--- src/rtl/video_pattern_generator_pkg.sv ---
// Shared definitions for the video pattern generator: pattern modes, bar colours, CLOG2 helper macro.
`ifndef CLOG2
`define CLOG2(x) $clog2(x)
`endif

package video_pattern_generator_pkg;

    typedef enum logic [1:0] {
        MODE_BARS  = 2'd0,
        MODE_GRAD  = 2'd1,
        MODE_CHECK = 2'd2,
        MODE_SOLID = 2'd3
    } mode_e;

    // Colour bars left to right: white, yellow, cyan, green, magenta, red, blue, black
    localparam logic [23:0] BAR_RGB [8] = '{
        24'hFFFFFF, 24'hFFFF00, 24'h00FFFF, 24'h00FF00,
        24'hFF00FF, 24'hFF0000, 24'h0000FF, 24'h000000
    };

endpackage

--- src/rtl/video_pattern_generator_timing_counter.sv ---
// Raster timing for a two-cycles-per-pixel source: sub/h/v counters, frame-start, line-wrap and active flags.
`ifndef CLOG2
`define CLOG2(x) $clog2(x)
`endif

module video_timing_counter #(
    parameter int H_ACTIVE = 24,
    parameter int H_TOTAL  = 38,
    parameter int V_ACTIVE = 16,
    parameter int V_TOTAL  = 30,
    parameter int HW       = `CLOG2(H_TOTAL),
    parameter int VW       = `CLOG2(V_TOTAL)
) (
    input  logic          clk,
    input  logic          rst,
    input  logic          en,
    output logic          sub,
    output logic [HW-1:0] h,
    output logic [VW-1:0] v,
    output logic          frame_start,
    output logic          line_wrap,
    output logic          active
);

    logic          sub_q, sub_d;
    logic [HW-1:0] h_q, h_d;
    logic [VW-1:0] v_q, v_d;

    always_comb begin
        sub_d = ~sub_q;
        h_d   = h_q;
        v_d   = v_q;
        if (sub_q) begin
            if (h_q == HW'(H_TOTAL - 1)) begin
                h_d = '0;
                v_d = (v_q == VW'(V_TOTAL - 1)) ? '0 : v_q + 1'b1;
            end else begin
                h_d = h_q + 1'b1;
            end
        end
    end

    always_ff @(posedge clk) begin
        if (rst || !en) begin
            sub_q <= 1'b0;
            h_q   <= '0;
            v_q   <= '0;
        end else begin
            sub_q <= sub_d;
            h_q   <= h_d;
            v_q   <= v_d;
        end
    end

    assign sub         = sub_q;
    assign h           = h_q;
    assign v           = v_q;
    assign frame_start = !sub_q && (h_q == '0) && (v_q == '0);
    assign line_wrap   = sub_q && (h_q == HW'(H_TOTAL - 1));
    assign active      = (h_q < HW'(H_ACTIVE)) && (v_q < VW'(V_ACTIVE));

endmodule

--- src/rtl/video_pattern_generator.sv ---
// Test-pattern source for the DVI transmit path: pixel timing plus bars/gradient/checker/solid RGB.
// Define PATTERN_SCROLL_EN to scroll bars, gradient and checker one pixel left per frame.
`ifndef CLOG2
`define CLOG2(x) $clog2(x)
`endif

module video_pattern_generator
    import video_pattern_generator_pkg::*;
#(
    parameter int H_ACTIVE     = 24,
    parameter int H_TOTAL      = 38,
    parameter int V_ACTIVE     = 16,
    parameter int V_TOTAL      = 30,
    parameter int CHECKER_SIZE = 4
) (
    input  logic        iClk,
    input  logic        iRst,
    input  logic        iEnable,
    input  logic [1:0]  iMode,
    input  logic [23:0] iSolidRgb,
    output logic        oPixelSync,
    output logic        oPixelActive,
    output logic [7:0]  oDataRed,
    output logic [7:0]  oDataGreen,
    output logic [7:0]  oDataBlue
);

    localparam int HW    = `CLOG2(H_TOTAL);
    localparam int VW    = `CLOG2(V_TOTAL);
    localparam int CW    = `CLOG2(CHECKER_SIZE + 1);
    localparam int BAR_W = (H_ACTIVE / 8 >= 1) ? H_ACTIVE / 8 : 1;

    logic          clr;
    logic          sub, frame_start, line_wrap, frame_wrap, active;
    logic [HW-1:0] h, x;
    logic [VW-1:0] v;

    assign clr = iRst || !iEnable;

    video_timing_counter #(
        .H_ACTIVE(H_ACTIVE), .H_TOTAL(H_TOTAL), .V_ACTIVE(V_ACTIVE), .V_TOTAL(V_TOTAL),
        .HW(HW), .VW(VW)
    ) u_timing (
        .clk(iClk), .rst(iRst), .en(iEnable),
        .sub(sub), .h(h), .v(v),
        .frame_start(frame_start), .line_wrap(line_wrap), .active(active)
    );

    assign frame_wrap = line_wrap && (v == VW'(V_TOTAL - 1));

    // Checker cells tracked with modulo counters: c = position inside a cell, p = cell parity
    logic [CW-1:0] xc_q, xc_d, yc_q, yc_d, seed_c;
    logic          xp_q, xp_d, yp_q, yp_d, seed_p;
    mode_e         mode_q, mode_d, mode_eff;
    logic [23:0]   solid_q, solid_d, solid_eff, rgb, rgb_q, rgb_d;
    logic          sync_q, sync_d, active_q, active_d;
    logic [2:0]    bar;

`ifdef PATTERN_SCROLL_EN
    logic [HW-1:0] x_q, x_d, off_q, off_d;
    logic [CW-1:0] offc_q, offc_d;
    logic          offp_q, offp_d;
    assign x = x_q;
`else
    assign x = h;
`endif

    function automatic logic [CW:0] cell_step(input logic [CW-1:0] c, input logic p);
        if (c == CW'(CHECKER_SIZE - 1)) return {CW'(0), ~p};
        return {c + 1'b1, p};
    endfunction

    always_comb begin
        xc_d   = xc_q;
        xp_d   = xp_q;
        yc_d   = yc_q;
        yp_d   = yp_q;
        seed_c = '0;
        seed_p = 1'b0;
`ifdef PATTERN_SCROLL_EN
        x_d    = x_q;
        off_d  = off_q;
        offc_d = offc_q;
        offp_d = offp_q;
        if (frame_wrap) begin
            if (off_q == HW'(H_ACTIVE - 1)) begin
                off_d  = '0;
                offc_d = '0;
                offp_d = 1'b0;
            end else begin
                off_d = off_q + 1'b1;
                {offc_d, offp_d} = cell_step(offc_q, offp_q);
            end
        end
        seed_c = offc_d;
        seed_p = offp_d;
        if (line_wrap)
            x_d = off_d;
        else if (sub)
            x_d = (x_q == HW'(H_ACTIVE - 1)) ? '0 : x_q + 1'b1;
`endif
        if (line_wrap) begin
            xc_d = seed_c;
            xp_d = seed_p;
            if (frame_wrap) begin
                yc_d = '0;
                yp_d = 1'b0;
            end else begin
                {yc_d, yp_d} = cell_step(yc_q, yp_q);
            end
        end else if (sub) begin
            if (x == HW'(H_ACTIVE - 1)) begin
                xc_d = '0;
                xp_d = 1'b0;
            end else begin
                {xc_d, xp_d} = cell_step(xc_q, xp_q);
            end
        end
    end

    // Pattern select; mode and solid colour change only on the first cycle of a frame
    always_comb begin
        mode_eff  = frame_start ? mode_e'(iMode) : mode_q;
        solid_eff = frame_start ? iSolidRgb : solid_q;
        mode_d    = mode_eff;
        solid_d   = solid_eff;
        bar       = '0;
        for (int k = 1; k < 8; k++)
            if (x >= HW'(k * BAR_W)) bar = 3'(k);
        case (mode_eff)
            MODE_BARS:  rgb = BAR_RGB[bar];
            MODE_GRAD:  rgb = {3{8'(x)}};
            MODE_CHECK: rgb = (xp_q ^ yp_q) ? 24'h000000 : 24'hFFFFFF;
            default:    rgb = solid_eff;
        endcase
        sync_d   = frame_start;
        active_d = active;
        rgb_d    = active ? rgb : 24'h000000;
    end

    always_ff @(posedge iClk) begin
        if (clr) begin
            sync_q   <= 1'b0;
            active_q <= 1'b0;
            rgb_q    <= '0;
            mode_q   <= mode_e'(iMode);
            solid_q  <= iSolidRgb;
            xc_q     <= '0;
            xp_q     <= 1'b0;
            yc_q     <= '0;
            yp_q     <= 1'b0;
`ifdef PATTERN_SCROLL_EN
            x_q      <= '0;
            off_q    <= '0;
            offc_q   <= '0;
            offp_q   <= 1'b0;
`endif
        end else begin
            sync_q   <= sync_d;
            active_q <= active_d;
            rgb_q    <= rgb_d;
            mode_q   <= mode_d;
            solid_q  <= solid_d;
            xc_q     <= xc_d;
            xp_q     <= xp_d;
            yc_q     <= yc_d;
            yp_q     <= yp_d;
`ifdef PATTERN_SCROLL_EN
            x_q      <= x_d;
            off_q    <= off_d;
            offc_q   <= offc_d;
            offp_q   <= offp_d;
`endif
        end
    end

    assign oPixelSync   = sync_q;
    assign oPixelActive = active_q;
    assign oDataRed     = rgb_q[23:16];
    assign oDataGreen   = rgb_q[15:8];
    assign oDataBlue    = rgb_q[7:0];

endmodule
--- config.mk ---
export PLATFORM = sky130hd
export DESIGN_NAME = video_pattern_generator
export DESIGN_NICKNAME = d
export VERILOG_FILES = /design/src/rtl/video_pattern_generator_pkg.sv /design/src/rtl/video_pattern_generator_timing_counter.sv /design/src/rtl/video_pattern_generator.sv
export SDC_FILE = /design/constraint.sdc
export NUM_CORES = 1
export LEC_CHECK = 0
export ABC_CLOCK_PERIOD_IN_PS = 3360
export BUFFER_PORTS_ARGS = -buffer_cell sky130_fd_sc_hd__buf_2
export CORE_ASPECT_RATIO = 0.8
export CORE_UTILIZATION = 50
export CTS_BUF_LIST = sky130_fd_sc_hd__clkbuf_8
export DETAILED_ROUTE_END_ITERATION = 16
export GPL_TIMING_DRIVEN = 0
export PLACE_DENSITY = 0.73
export REMOVE_ABC_BUFFERS = 1
export SLEW_MARGIN = 30
export SYNTH_ARGS = -nofsm -noshare
export SYNTH_HDL_FRONTEND = slang
export SYNTH_HIERARCHICAL = 1
export SYNTH_SLANG_ARGS = --single-unit
--- constraint.sdc ---
create_clock -name iClk -period 3.36 [get_ports iClk]
set_clock_uncertainty 0.1 [all_clocks]
set_input_delay 0.336 -clock iClk [delete_from_list [all_inputs] [get_ports iClk]]
set_output_delay 0.336 -clock iClk [all_outputs]
set_load 0.03 [all_outputs]
# --- After elaboration in Yosys (flattened, before gate mapping) ---
# Memory sizes are Yosys's and may differ from the RTL's.
# Cells that the tools add are included.
# W data, S select, Z words.
word_totals:
  romBits: 192
  regBits: 72
  word_cells: 90
  n_memories: 1
memory_table:
  columns: ["name", "depth", "width", "rd", "rd_clocked_by_memory_dff", "write_ports", "line", "source"]
  rows:
  - ["(no name shown)", 8, 24, 1, 0, 0, "video_pattern_generator.sv:131", "MODE_BARS: rgb = BAR_RGB[bar];"]
classes:
  eq_ne: 7
  reduce_logical: 18
  mux: 32
  add_sub_neg: 4
  magnitude_cmp: 10
  bitwise: 6
ops:
  columns: ["operator", "n"]
  rows:
  - ["$mux W24", 5]
  - ["$pmux W24 S3", 1]
  - ["$mux W3", 8]
  - ["$ge A6 B4 Y1 const B", 3]
  - ["$mux W4", 4]
  - ["$ge A6 B5 Y1 const B", 2]
  - ["$mux W1", 10]
  - ["$add A3 B1 Y3 const B", 2]
  - ["$add A6 B1 Y6 const B", 1]
  - ["$eq A3 B2 Y1 const B", 2]
  - ["$eq A6 B5 Y1 const B", 1]
  - ["$eq A6 B6 Y1 const B", 1]
  - ["$ge A6 B2 Y1 const B", 1]
  - ["$ge A6 B3 Y1 const B", 1]
  - ["$logic_not A6 Y1", 1]
  - ["$lt A6 B5 Y1 const B", 1]
  - ["$mux W6", 1]
  - ["$reduce_and A2 Y1", 3]
  - ["$add A5 B1 Y5 const B", 1]
  - ["$eq A5 B5 Y1 const B", 1]
  - ["$logic_and A1 B1 Y1", 5]
  - ["$logic_not A5 Y1", 1]
  - ["$lt A5 B5 Y1 const B", 1]
  - ["$mux W5", 1]
  - ["other kinds (12)", 19]

# --- Logic depth before layout (Yosys ltp) ---
# Gate-level depths: netlist of run 1.
depth:
  ltp_word: 13
  ltp_mapped: 9
  mapped_depth_nobuf: 8

# --- By module ---
# Netlist of run 1, hierarchy kept.
by_module_without_submodules:
  columns: ["module", "cells_each", "instances", "area_each_um2"]
  rows:
  - ["video_pattern_generator", 263, 1, 2501.1]
  - ["video_timing_counter", 78, 1, 684.4]

# --- Worst setup path before layout of run 1 ---
# OpenSTA, ideal clock, no wires.
synth_timing:
  path_kind: "register to register"
  startpoint: "reg u_timing.v_q[2], in the netlist u_timing/v[2]"
  endpoint: "reg rgb_q[18]"
  t_arrival_ns: 2.562
  setup_ns: 0.139
  required_time_ns: 3.121
  period_less_slack_ns: 2.801
  setup_slack_ns: 0.559
  n_path_buf: 1
  path_stages_with_launch: 7
  path_cell_list: "dfxtp_1 -> or4_1 -> nor4_1 -> mux2i_1 -> nor2_1 -> clkbuf_1 -> a221oi_1"
synth_via:
  elab_chain_cells: 5
  word_cells_on_any_way: 12
  cone_classes: "order compare (1); eq/ne (2); mux (3); bitwise (1); reduce/logical (5)"
synth_rtl:
  columns: ["element", "line", "source"]
  rows:
  - ["start: declaration", "video_pattern_generator_timing_counter.sv:27", "logic [VW-1:0] v_q, v_d;"]
  - ["start signal: assignment", "video_pattern_generator_timing_counter.sv:51", "v_q <= v_d;"]
  - ["$logic_not A5 Y1 *", "video_pattern_generator_timing_counter.sv:58", "assign frame_start = !sub_q && (h_q == '0) && (v_q == '0);"]
  - ["$logic_and A1 B1 Y1 *", "video_pattern_generator_timing_counter.sv:58", null]
  - ["via frame_start", "video_pattern_generator.sv:34", "logic sub, frame_start, line_wrap, frame_wrap, active;"]
  - ["$mux W2", "video_pattern_generator.sv:123", "mode_eff = frame_start ? mode_e'(iMode) : mode_q;"]
  - ["$eq A2 B2 Y1, or another cell as far along", "video_pattern_generator.sv:130", "case (mode_eff)"]
  - ["$pmux W24 S3 *", "video_pattern_generator.sv:130", null]
  - ["end signal: assignment", "video_pattern_generator.sv:161", "rgb_q <= rgb_d;"]
  - ["end: declaration", "video_pattern_generator.sv:55", "logic [23:0] solid_q, solid_d, solid_eff, rgb, rgb_q, rgb_d;"]
# Mark *: on every way through the listed nets, which the timed path passes. The rest lies on a longest branch.
# A chain may end at the register's enable or synchronous reset.

# --- Worst setup path in the final report of run 1 ---
layout_timing:
  startpoint: "reg u_timing.h_q[2], in the netlist u_timing/h[2]"
  endpoint: "reg rgb_q[1]"
layout_via:
  word_cells_on_any_way: 31
  cone_classes: "order compare (8); eq/ne (2); mux (12); bitwise (2); reduce/logical (6); memory (1)"
layout_lines:
  columns: ["element", "line", "source"]
  rows:
  - ["start: declaration", "video_pattern_generator_timing_counter.sv:26", "logic [HW-1:0] h_q, h_d;"]
  - ["start signal: assignment", "video_pattern_generator_timing_counter.sv:46", "h_q <= '0;"]
  - ["start signal: assignment", "video_pattern_generator_timing_counter.sv:50", "h_q <= h_d;"]
  - ["$logic_not A6 Y1 *", "video_pattern_generator_timing_counter.sv:58", null]
  - ["$logic_and A1 B1 Y1 * (2 in a row)", "video_pattern_generator_timing_counter.sv:58", null]
  - ["via frame_start", "video_pattern_generator.sv:34", null]
  - ["$mux W2", "video_pattern_generator.sv:123", null]
  - ["$eq A2 B2 Y1, or another cell as far along", "video_pattern_generator.sv:130", null]
  - ["$pmux W24 S3 *", "video_pattern_generator.sv:130", null]
# Mark *: on every way through the listed nets, which the timed path passes. The rest lies on a longest branch. The select of a mux whose other input is x is not followed.

==> results of run 1 <==
-- cell type report --
cell class / count / area (sq um)
inverter: 14 / 52.6
timing repair buffer: 60 / 305
sequential: 72 / 1440
tap: 81 / 101
clock buffer: 11 / 151
multi-input combinational: 239 / 1660
fill: 524 / 2250
clock inverter: 5 / 80.1
-- path summary, 6_finish.rpt --
check | from | end | slack (ps) | cells after the start
hold / removal | iSolidRgb[18] | solid_q[18] | 100 | 3
setup / recovery | u_timing/h[2] | rgb_q[1] | 340 | 6
hold reg to reg | yc_q[2] | yc_q[2] | 340 | 2
setup reg to reg | u_timing/h[2] | rgb_q[1] | 340 | 6
-- layer usage --
layer  vias up  track usage (%)  share of wire [%]
li1       1363                -                  -
met1      1221             29.8                 50
met2        55             34.0                 43
met3        10             5.49                4.9
met4         0             7.94                1.7
met5         -                0                  0
-- power by group --
group	total [mW]	switching, mW	internal [mW]
combinational	0.260	0.165	0.0952
clock	0.780	0.323	0.457
sequential	0.924	0.0191	0.905
total	1.96	0.507	1.46
-- state kept, by name, indices dropped and copies added (netlist names) --
signal	flops
xp_q	1
solid_q	24
yp_q	1
rgb_q	24
u_timing/sub	1
yc_q	3
oPixelSync	1
u_timing/v	5
oPixelActive	1
u_timing/h	6
mode_q	2
xc_q	3
-- kinds of logic after synthesis --
group           Yosys count  synth area share [%]
simple gates            103                  17.5
compound gates           92                  18.7
flops                    72                  45.2
mux                      31                  10.2
buf+inv                  30                  3.81
fa+ha+maj                 8                  3.14
xor+xnor                  5                  1.37
-- cell usage after synthesis (all sizes together) (10+ instances only) --
library cell and n:
a21oi 15, mux2i 20, nor2 10, mux2 11
dfxtp 72, clkbuf 11, o21ai 40, a221oi 13
nand3 11, nand2 38, inv 13
-- through the flow --
stage / setup WS, ps / power, mW / std cells / instance area, sq um / TNS, ps
3_5_place_dp: -240 / 1.20 / 466 / 3530 / -3230
3_3_place_gp: -6270 / 1.20 / 460 / 3490 / -254870
4_1_cts: 86.3 / 1.97 / 482 / 3770 / 0
5_1_grt: 104 / 2.04 / 482 / 3790 / 0
2_1_floorplan: -3670 / 1.12 / 325 / 3120 / -143980
6_report: 344 / 1.96 / 482 / 3790 / 0
-- tightest hold or removal path: stages --
cell and delay, ps:
sky130_fd_sc_hd__buf_2 80, sky130_fd_sc_hd__nand2_1 40, sky130_fd_sc_hd__o21ai_0 50
==> run summary, run 1 <==
The clock latency at the later pin of the worst-skew pair came out at roughly 340 ps. The time the worst path needs with I/O delays and setup came out at 3020 ps. Summed over all layers, the routed wires come to between 6000 and 7000 um. The number of setup buffers added after CTS came out at 0.

The final global-route overflow total came out at 0. The synthesis-to-layout area growth came out at 18.9%. The overall track demand over capacity in global routing is 21.9%. Of all cell types, the one taking the most synthesized area is sky130_fd_sc_hd__dfxtp_1. The final setup violation count came out at 0.

Detailed routing inserted a total of 2,649 vias. Walking the worst path, the cells encountered are or4_1, nor4_4, or4b_1, o41ai_2, nand4_1, a22oi_1. The total buffers and inverters traversed by the critical path is 0. On the critical path, the stage with the largest delay is an instance of sky130_fd_sc_hd__or4_1. In this run the static leakage power is about 1.7 nW.

STA classifies the critical path endpoint as a flop. For this run, design rule violations remaining after detail routing come to 0. The arrival time of data at the critical path endpoint came out at about 3200 ps. Setup repair after global routing left no endpoint under its margin.

The number of CTS-inserted buffers came out at 9. The initial antenna violation count was 0. The post-synthesis area per instance is 9.34 sq um. The buffer levels on the longest clock path came out at 2. The achievable clock frequency is 332 MHz.

The proportion of netlist area held by the largest area contributor is 45.2%. The HPWL after detailed placement came out at around 4800 um. The number of gates resized after CTS was 1.

The largest net degree at the start of global routing is 47. The share of layout cells above drive strength 1 is 23.7%. The area enclosed by the die boundary is ~0.0067 sq mm.

The final net count is 433. The flip-flop and latch count after synthesis came out at 72. The kind of cell with the highest combined delay on the critical path is simple AND/OR/NAND/NOR gates. The pin slew with the least headroom to its limit came out at slightly below 800 ps. On the final layout, the worst hold slack is 97.1 ps.

The nature of the critical path startpoint is a flop. The initial utilization of the core area, before any placement, comes to 52.8%. Port buffering added 54 buffers. In this run the worst path has a maximum fanout of 14. The number of max-capacitance violations reported is 0. The first global-routing pass estimated 11,600 um of wire.

In this run, the number of DRC markers left after iteration 0 of detailed routing was 181. The number of global-route vias before repair came to around 2,500. The total number of yosys warnings is 6.

Leaving out fill and tap cells, the most frequent cells in the layout are 72 x sky130_fd_sc_hd__dfxtp_1, 58 x sky130_fd_sc_hd__buf_2, 40 x sky130_fd_sc_hd__o21ai_0, 38 x sky130_fd_sc_hd__nand2_1, 19 x sky130_fd_sc_hd__mux2i_1. The clock sink count is between 70 and 80. The library cell used most frequently in the layout, excluding fill and tap cells, is sky130_fd_sc_hd__dfxtp_1.

The cell count after synthesis came out at 341. On the worst path, the slowest cell contributes a delay of 570 ps. The routed via count divided by cell count came out at around 5.5.

The number of H-tree levels came out at 3. The die is around 73 um tall. The class of the most critical hold timing path is in -> reg. In this run the cell area of the synthesized design comes to 0.00319 sq mm. The post-CTS clock slew at the launch and capture registers of the worst setup and hold paths came out at 70 ps. In this run the remaining antenna-violating nets after routing total 0. The worst IR drop on VDD came out at between 0.2 and 0.3 mV.

The synthesized design contains 0 enable-type register cells. For this run, the leading register cell type out of synthesis is sky130_fd_sc_hd__dfxtp_1. The die boundary width came out at 91.2 um. The floorplan has 25 rows.

The power per unit of standard cell area came out at 519 mW/mm^2. The async set or reset register ratio after synthesis came out at 0%. The number of different library cells used by synthesis comes to 46. TritonCTS built the clock tree. The ratio of final minimum period to clock period is 89.8%. The total count of hold-check failures in the final report is 0. The final weighted congestion of routability-driven global placement is 0.783. The first-pass iteration count of the detailed router is 4.

For this run, the register share of the synthesized area comes to 45.2%. The antenna diode count came out at 0. The number of ports placed on the die boundary is 55. The root buffer cell is sky130_fd_sc_hd__clkbuf_8. The number of hold buffers added after CTS is 0. The detail-routed net length per standard cell is approximately 14 um. The worst endpoint required time came out at between 3000 and 4000 ps. The run finished with clean final reports. The critical path is of the reg -> reg type. The fraction of the core area covered by cells at the end of the flow is 62.7%.

Ranked by total cell area, the synthesized netlist is headed by sky130_fd_sc_hd__dfxtp_1 45%, sky130_fd_sc_hd__mux2i_1 6.3%, sky130_fd_sc_hd__o21ai_0 6.3%. The normalized max-slew margin is about 48%. The standard cell core area came out at 0.00604 sq mm. The number of pins exceeding their max-slew limit in the final report came out at 0.
Note: power is estimated with default switching activity, not from simulation.
==> inputs of run 2 (changes only) <==
Settings changed: CTS_BUF_LIST sky130_fd_sc_hd__clkbuf_8 to not set.
==> run 2 against run 1 <==
- die area unchanged
- critical path depth did not move
- register-to-register slack about the same
- non-clock buffer count unchanged
- critical path type unchanged
- highest routed layer unchanged
==> run summary, run 2 (synthesis gave the netlist of run 1 again) <==
In this run the worst hold path is classified as in -> reg. The total of buffers placed on input and output ports came out at 54 (unchanged). The first-pass iteration count of the detailed router is 4 (unchanged).

The largest fanout on the critical path is 14 (unchanged). The number of ports placed on the die boundary is 55 (unchanged). The arrival time of data at the critical path endpoint was 3170 ps (about the same). The total count of hold-check failures in the final report came out at 0 (unchanged). The detailed-route wire length came out at 6880 um (+0.20%).

The number of pins exceeding their max-slew limit in the final report is 0 (unchanged). The number of global-route vias before repair came out at 2,505 (unchanged). The ratio of final minimum period to clock period came out at 89.8% (about the same). The area of the multi-input gates is 0.00166 sq mm (unchanged). The area enclosed by the die boundary is 0.00670 sq mm (unchanged). The clock network power share came to 39.8% (about the same). The overall track demand over capacity in global routing is 21.9% (unchanged). The detail-routed net length per standard cell came out at 14.3 um (+0.20%). The starting utilization of the core area is 52.8% (unchanged).

The die boundary width came out at 91.2 um (unchanged). The worst endpoint required time came out at 3520 ps (about the same). The part of the total power dissipated in combinational logic is 13.3% (about the same). The clock sink count is 72 (unchanged). The number of max-capacitance violations reported came to 0 (unchanged). The number of CTS-inserted buffers came out at 9 (unchanged).

The share of layout cells above drive strength 1 came to 23.7% (unchanged). Clock tree synthesis selected as its root buffer the cell sky130_fd_sc_hd__clkbuf_8. The achievable clock frequency came out at 332 MHz (about the same). The total design power is 1.97 mW (+0.19%). The total of fill cells in the finished design is 524 (unchanged). The worst IR drop on VDD came out at 0.257 mV (+0.16%). The number of instances in the placed design came to 466 (unchanged).

The number of nets with antenna violations after detailed routing came out at 0 (unchanged). The wire length of the first global-routing pass came out at 11,600 um (unchanged). Setup repair after global routing left no endpoint under its margin. The sequential share of power is 47.0% (about the same).

The internal cell power came out at 1.46 mW (+0.21%). The fraction of the core area covered by cells at the end of the flow is 62.7% (unchanged). The nature of the critical path startpoint is a flop. The critical path in this run is classified as reg -> reg. The filler-free cell count of the finished design is 482 (unchanged). The standard cell core area is 0.00604 sq mm (unchanged). The number of H-tree levels is 3 (unchanged). The die outline height came out at 73.4 um (unchanged). The normalized max-slew margin came out at 47.5% (-0.13 points). The time the worst path needs with I/O delays and setup came to 3020 ps (-0.388 ps). The HPWL after detailed placement came out at 4760 um (unchanged). The final net count is 433 (unchanged). The final routed DRC violation total came out at 0 (unchanged). The clock latency at the later pin of the worst-skew pair is 340 ps (about the same). The final weighted congestion of routability-driven global placement was 0.783 (unchanged). The element type at the critical path end is a flop. The routed via count divided by cell count came to 5.49 (about the same). The iteration-0 DRC count of the detailed router came to 180 (-0.55%). The final setup violation count is 0 (unchanged). The count of standard-cell rows came out at 25 (unchanged). The sequential cell area is 0.00144 sq mm (unchanged).

The leakage power summed over all cells came out at 1.66 nW (-0.25%). The power dissipated by switching net loads is 0.508 mW (+0.13%). The power per unit of standard cell area came out at 520 mW/mm^2 (+0.19%). The post-CTS clock slew at the launch and capture registers of the worst setup and hold paths was 80 ps (about the same).

The most frequent standard cell in the layout excluding fill and tap cells is sky130_fd_sc_hd__dfxtp_1. The buffer levels on the longest clock path is 2 (unchanged). The run finished with clean final reports. The largest net degree at the start of global routing was 47 (unchanged). The final global-route overflow total is 0 (unchanged).

The synthesis-to-layout area growth came out at 18.9% (unchanged). The CTS tree is yes. The routed via count is 2,648 (-0.038%). The antenna diode count is 0 (unchanged).

The share of total power consumed by net switching came out at 25.8% (about the same). The pin slew with the least headroom to its limit is 788 ps (+1.95 ps). In the layout the commonest cells are 72 x sky130_fd_sc_hd__dfxtp_1, 58 x sky130_fd_sc_hd__buf_2, 40 x sky130_fd_sc_hd__o21ai_0, 38 x sky130_fd_sc_hd__nand2_1, 19 x sky130_fd_sc_hd__mux2i_1. The initial antenna violation count is 0 (unchanged).
[run 2: timing repair]
action / 4_1_cts / 5_1_grt
setup buffers: 0 / 0
setup endpoints to repair: 18 / 18
resized for setup: 1 / 2
hold buffers: 0 / 0
[run 2: final timing paths]
path,slack [ps],cells after the start,end,startpoint
hold reg to reg,340,2,yc_q[2],yc_q[2]
setup / recovery,340,6,rgb_q[1],u_timing/h[2]
setup reg to reg,340,6,rgb_q[1],u_timing/h[2]
hold / removal,100,3,solid_q[18],iSolidRgb[18]
[run 2: critical path, cell delays in order, from the launching register on]
cell and delay, ps:
sky130_fd_sc_hd__dfxtp_1 450, sky130_fd_sc_hd__or4_1 570, sky130_fd_sc_hd__nor4_4 400, sky130_fd_sc_hd__or4b_1 500, sky130_fd_sc_hd__o41ai_2 140, sky130_fd_sc_hd__nand4_1 490, sky130_fd_sc_hd__a22oi_1 280
[run 2: per-stage QoR]
step,instance area [sq um],setup WS (ps),hold slack [ps],TNS (ps)
after floorplan,3120,-3670,312,-143980
after global placement,3490,-6270,322,-254870
after detailed placement,3530,-240,336,-3230
after CTS,3770,86.3,93.9,0
after global routing,3790,104,104,0
final,3790,344,96.5,0
[run 2: cell type report]
class,instances,area share (%)
sequential,72,38.1
clock inverter,4,2.02
timing repair buffer,60,8.06
tap,81,2.68
clock buffer,12,4.10
inverter,14,1.39
multi-input combinational,239,43.7
[run 2: power groups by stage]
stage / Combinational [mW] / Clock (mW) / Sequential, mW
after CTS: 0.259 / 0.790 / 0.924
after detailed placement: 0.257 / 0 / 0.943
after floorplan: 0.130 / 0 / 0.987
final: 0.261 / 0.783 / 0.924
after global routing: 0.286 / 0.827 / 0.929
after global placement: 0.254 / 0 / 0.942
[run 2: layer usage]
metal  global-route usage [%]  up-vias  routed length, um
met5                        0        -                  0
met1                     29.8     1224               3440
li1                         -     1362                  -
met2                     34.0       52               2970
met3                     5.49       10                352
met4                     7.94        0                114
